==> config.mk <==
export PLATFORM = sky130hd
export DESIGN_NAME = mul_bcd_conv_flat
export DESIGN_NICKNAME = d
export VERILOG_FILES = /design/src/rtl/mul_bcd_conv_if.sv /design/src/rtl/mul_bcd_conv.sv /design/src/flat_wrapper.sv
export SDC_FILE = /design/constraint.sdc
export NUM_CORES = 1
export LEC_CHECK = 0
export ABC_AREA = 1
export BUFFER_PORTS_ARGS = -buffer_cell sky130_fd_sc_hd__buf_2
export CAP_MARGIN = 20
export CELL_PAD_IN_SITES_DETAIL_PLACEMENT = 1
export CELL_PAD_IN_SITES_GLOBAL_PLACEMENT = 2
export CORE_ASPECT_RATIO = 2
export CORE_MARGIN = 2
export CORE_UTILIZATION = 35
export CTS_BUF_LIST = sky130_fd_sc_hd__clkbuf_4
export DETAILED_ROUTE_END_ITERATION = 16
export MAX_ROUTING_LAYER = met4
export PLACE_DENSITY = 0.92
export SLEW_MARGIN = 5
export SYNTH_ARGS = -nofsm -noshare
export SYNTH_HDL_FRONTEND = slang
export SYNTH_SLANG_ARGS = --single-unit
==> constraint.sdc <==
create_clock -name clk -period 2.2 [get_ports clk]
set_clock_uncertainty 0.15 [all_clocks]
set_input_delay 0.44 -clock clk [delete_from_list [all_inputs] [get_ports clk]]
set_output_delay 0.44 -clock clk [all_outputs]
set_load 0.01 [all_outputs]
==> src/rtl/mul_bcd_conv_if.sv <==
// Handshake and result bus between the multiplier stage and the BCD converter.
interface mul_bcd_conv_if #(
  parameter int WIDTH = 12
);
  logic             in_valid;
  logic             in_ready;
  logic [WIDTH-1:0] prod;
  logic             out_valid;
  logic             sign;
  logic [15:0]      bcd;

  modport master (output in_valid, prod, input in_ready, out_valid, sign, bcd);
  modport slave  (input in_valid, prod, output in_ready, out_valid, sign, bcd);
endinterface

==> src/rtl/mul_bcd_conv.sv <==
// Signed product to sign + 4-digit BCD magnitude, one bit per cycle
// (shift-and-add-3). A result appears WIDTH cycles after accept and is
// held with out_valid until the next accept.
module mul_bcd_conv #(
  parameter int WIDTH = 12
) (
  input  logic             clk,
  input  logic             rst,
  mul_bcd_conv_if.slave    bus
);
  localparam int CW = $clog2(WIDTH + 1);

  typedef enum logic [1:0] {IDLE, CONV, DONE} state_t;

  state_t           state_q, state_d;
  logic             rdy, accept, last;
  logic [WIDTH-1:0] mag, sh_q, nxt_sh;
  logic [15:0]      work_q, bcd_adj, nxt_work;
  logic [CW-1:0]    cnt_q;
  logic             sign_lat_q, sign_q;
  logic [15:0]      bcd_q;

  assign bus.in_ready  = rdy;
  assign bus.out_valid = (state_q == DONE);
  assign bus.sign      = sign_q;
  assign bus.bcd       = bcd_q;

  // State register.
  always_ff @(posedge clk or posedge rst) begin
    if (rst) state_q <= IDLE;
    else     state_q <= state_d;
  end

  // Next state and handshake; CONV is only entered by accept and left on the last shift.
  always_comb begin
    state_d = state_q;
    rdy     = (state_q != CONV);
    accept  = bus.in_valid && rdy;
    last    = (state_q == CONV) && (cnt_q == CW'(WIDTH - 1));
    case (state_q)
      IDLE, DONE: if (accept) state_d = CONV;
      CONV:       if (last)   state_d = DONE;
      default:    state_d = IDLE;
    endcase
  end

  // Magnitude of the input; the most-negative value maps to 2^(WIDTH-1) as unsigned.
  always_comb begin
    mag = bus.prod[WIDTH-1] ? (~bus.prod + WIDTH'(1)) : bus.prod;
  end

  // One double-dabble step: +3 on digits >= 5 (4-bit, no inter-digit carry), then shift.
  always_comb begin
    bcd_adj = work_q;
    for (int i = 0; i < 4; i++) begin
      if (work_q[i*4 +: 4] >= 4'd5) bcd_adj[i*4 +: 4] = work_q[i*4 +: 4] + 4'd3;
    end
    nxt_work = {bcd_adj[14:0], sh_q[WIDTH-1]};
    nxt_sh   = {sh_q[WIDTH-2:0], 1'b0};
  end

  // Working registers and result; outputs only update when a conversion completes.
  always_ff @(posedge clk or posedge rst) begin
    if (rst) begin
      sh_q       <= '0;
      work_q     <= '0;
      cnt_q      <= '0;
      sign_lat_q <= 1'b0;
      sign_q     <= 1'b0;
      bcd_q      <= '0;
    end else if (accept) begin
      sign_lat_q <= bus.prod[WIDTH-1];
      sh_q       <= mag;
      work_q     <= '0;
      cnt_q      <= '0;
    end else if (state_q == CONV) begin
      sh_q   <= nxt_sh;
      work_q <= nxt_work;
      cnt_q  <= cnt_q + CW'(1);
      if (last) begin
        bcd_q  <= nxt_work;
        sign_q <= sign_lat_q;
      end
    end
  end
endmodule

==> src/flat_wrapper.sv <==
// flat-port wrapper written by rule: the top's interface ports become plain ports
module mul_bcd_conv_flat 
#(
  parameter int WIDTH = 12
)
  (clk, rst, bus_in_valid, bus_prod, bus_in_ready, bus_out_valid, bus_sign, bus_bcd);
  mul_bcd_conv_if #(.WIDTH(WIDTH)) bus_i ();
  input  logic clk;
  input  logic rst;
  input wire logic [$bits(bus_i.in_valid)-1:0] bus_in_valid;
  input wire logic [$bits(bus_i.prod)-1:0] bus_prod;
  output wire logic [$bits(bus_i.in_ready)-1:0] bus_in_ready;
  output wire logic [$bits(bus_i.out_valid)-1:0] bus_out_valid;
  output wire logic [$bits(bus_i.sign)-1:0] bus_sign;
  output wire logic [$bits(bus_i.bcd)-1:0] bus_bcd;
  assign bus_i.in_valid = bus_in_valid;
  assign bus_i.prod = bus_prod;
  assign bus_in_ready = bus_i.in_ready;
  assign bus_out_valid = bus_i.out_valid;
  assign bus_sign = bus_i.sign;
  assign bus_bcd = bus_i.bcd;
  mul_bcd_conv #(.WIDTH(WIDTH)) u_core (.clk(clk), .rst(rst), .bus(bus_i));
endmodule
==> metrics <==
status=complete, no violations; Synth Cell Area=2749 µm²; Worst R2R Path Depth=8; die width=66.67 µm; num rows=45; I/O pin count=34; Seq pwr share=0.412; leakage dissipation=1.617 nW; Power Density=1291 nW/µm²; Fillers=roughly 1000; drt total wl=6767 µm; routability cong.=0.7769; hold crit path type=in -> reg; die area=8622 µm²; Sw Pwr=~0.0018 W; grt ovf=0; vias=between 2000 and 2500; Core Util, Final=0.4026; setup TNS=0 ns; Top delay family on crit path=flip-flops; Core ar.=between 7000 and 8000 µm²; Total GRT Usage=0.1803; routed vias/inst=about 5.0; largest net degree at the start of global routing=between 50 and 60; Switching Fraction=0.4509; Final Max Tran Viols=0; Hold Path Sink=u_core.sh_q[10]$_DFFE_PP0P_; Post-Syn Area per Cell=8.061 µm²; starting density of the core=0.3616; hold violation total from the final report=0; clock transition at the registers of the reported paths=around 0.15 ns; RSZ-0062 raised after global routing=false; share of layout cells above drive strength 1=0.1459; critical path startpoint category=flop; vias in the first global route=2441; clk sinks=52; slowest cell delay on critical path=around 0.44 ns; Clock Tree Root=clkbuf_4; port bufs=33; post-synth top area cell=dfrtp_1; YS warnings=0; commonest non-fill, non-tap cell in the layout=nand2_1; clock power share=0.112; multi-input combinational cell area=1177 µm²; initial antenna violation count=1; Reg area=about 1300 µm²; Post-Syn Nets=366; Hold Crit Depth=4; Area Growth Syn to Fin=11.33%; worst slew pin tran=slightly above 0.4 ns; CP Class=reg -> out; R2R setup slack=0.46 ns; Synth cell types=27; most frequent cells in the layout=nand2_1 (98), dfrtp_1 (52), inv_1 (48); H-Tree Depth=2; max_slew headroom=0.7277; Int Power=0.002169 W; maximum vdd drop=0.2761 mV; post-DR wirelength/cell=14.34 µm; register area share after synthesis=0.4734; placed wire-length estimate=roughly 5200 µm; worst r2r src=u_core.cnt_q[0]$_DFFE_PP0P_; top cell type's share of synthesized area=0.4734; DR pass1 iterations=7; final worst-path cycle share=0.8825; FF+latch count, synth=52; Synth area leaders=dfrtp_1 (47%), nand2_1 (13%), inv_1 (6.7%); Mapped Cells=341; Post-synth EDFFs=0; Post-synth ARST share=1.000; HP Start=bus_prod[10]; Clk Latency, worst-skew pair=a little under 0.4 ns; CTS tree=yes; fmax=515.0 MHz; ANT nets after route=0; post-route minimum period=1.942 ns; CP endpoint kind=output pin; die height=about 130 µm; CP max-delay cell=dfrtp_1; final net count=401; final cell count without fillers=472; cts bufs inserted=5; clock buffer depth=2; post-CTS sizing=0; DRC viols=0; Setup-failing EPs final=0; 1st-iter DRT viols=123; Critical Path, Cell by Cell=inv_1, nand2_4, buf_2; RR Endpoint=u_core.bus.bcd[1]$_DFFE_PP0P_; crit path buf inv count=2; CP max FO=18; hold slack=0.1819 ns; placed cell count=462; Comb pwr share=0.476; critical path data arrival time=1.35 ns; MaxCap Viol Count=0; first-pass GRT wire length=11450 µm; Req. time, crit path=1.61 ns; Main synth FF type=dfrtp_1
==> power by group through the flow <==
stage / logic (W) / registers (W) / clock network (W)
3_3_place_gp: 0.00183 / 0.00163 / 0
4_1_cts: 0.00192 / 0.00164 / 0.000470
6_report: 0.00188 / 0.00163 / 0.000444
2_1_floorplan: 0.00130 / 0.00165 / 0
3_5_place_dp: 0.00191 / 0.00166 / 0
5_1_grt: 0.00217 / 0.00168 / 0.000505
==> worst max-delay path by stage <==
stage / startpoint / endpoint / slack, ns / cells past startpoint
2_1_floorplan: rst / u_core.bus.bcd[0]$_DFFE_PP0P_ / 0.35 / 1
3_5_place_dp: u_core.cnt_q[0]$_DFFE_PP0P_ / u_core.bus.bcd[1]$_DFFE_PP0P_ / 0.45 / 7
4_1_cts: u_core.state_q[1]$_DFFE_PP0P_ / bus_in_ready / 0.24 / 3
3_3_place_gp: u_core.cnt_q[0]$_DFFE_PP0P_ / u_core.bus.bcd[5]$_DFFE_PP0P_ / 0.52 / 7
6_report: u_core.state_q[1]$_DFFE_PP0P_ / bus_in_ready / 0.26 / 3
5_1_grt: u_core.state_q[1]$_DFFE_PP0P_ / bus_in_ready / 0.18 / 3
==> Yosys cell counts (3+ instances only) <==
library cell   n
o21bai_1       3
o22ai_1       14
inv_1         49
ha_1          10
buf_2          3
nor2_4         3
o21ai_1        3
buf_6          4
nor2_1        15
xor2_1         5
inv_2          3
dfrtp_1       52
a21oi_1        4
nand2_1       98
nand3_1       31
o21ai_0       27
==> routing by layer <==
| metal | track usage | share of wire |
|---|---|---|
| met5 | - | 0 |
| met4 | 0.06122 | 0.016 |
| met3 | 0.02951 | 0.030 |
| met2 | 0.3335 | 0.58 |
| met1 | 0.1873 | 0.38 |
==> area by class of cell <==
| cell class | count | area share |
|---|---|---|
| clock buffers | 6 | 0.01472 |
| multi-input cells | 228 | 0.3847 |
| diodes | 1 | 0.0008177 |
| flip-flops and latches | 52 | 0.4252 |
| clock inverters | 2 | 0.003679 |
| repair buffers | 37 | 0.06868 |
| inverters | 52 | 0.06378 |
| well taps | 94 | 0.03843 |
==> cells by family after synthesis <==
logic type / Yosys count / share of synthesized area
AND/OR/NAND/NOR: 154 / 0.2417
AO/OA/AOI/OAI: 59 / 0.1252
adder cells (fa/ha/maj): 10 / 0.04552
buffers and inverters: 61 / 0.09831
flip-flops: 52 / 0.4734
XOR/XNOR: 5 / 0.01593
==> through the flow <==
stage	total power, W	setup slack [ns]	cell area, µm²
floorplan	0.002946	0.3521	2749
finish	0.003950	0.2584	3060
global placement	0.003461	0.5163	2992
global route	0.004357	0.1843	3060
CTS	0.004024	0.2385	3058
detailed placement	0.003567	0.4479	2992
==> timing repair <==
action / CTS / global route
hold buffers: 1 / 0
hold endpoints to repair: 52 / 0
buffers inserted: 0 / 0
==> worst reg2reg max path, stage by stage, from the launching register on <==
cell,delay (ns)
dfrtp_1,0.44
ha_1,0.24
nand2_1,0.12
nor2_4,0.05
inv_2,0.10
nor2_4,0.05
inv_2,0.32
nand2_1,0.10
o21ai_1,0.11
==> state kept, by name, indices dropped and copies added (netlist names) <==
signal             cells
u_core.sh_q           12
u_core.cnt_q           4
u_core.state_q         2
u_core.bus.bcd        16
u_core.sign_lat_q      1
u_core.bus.sign        1
u_core.work_q         16
No activity file was read; power rests on OpenSTA's default activity.
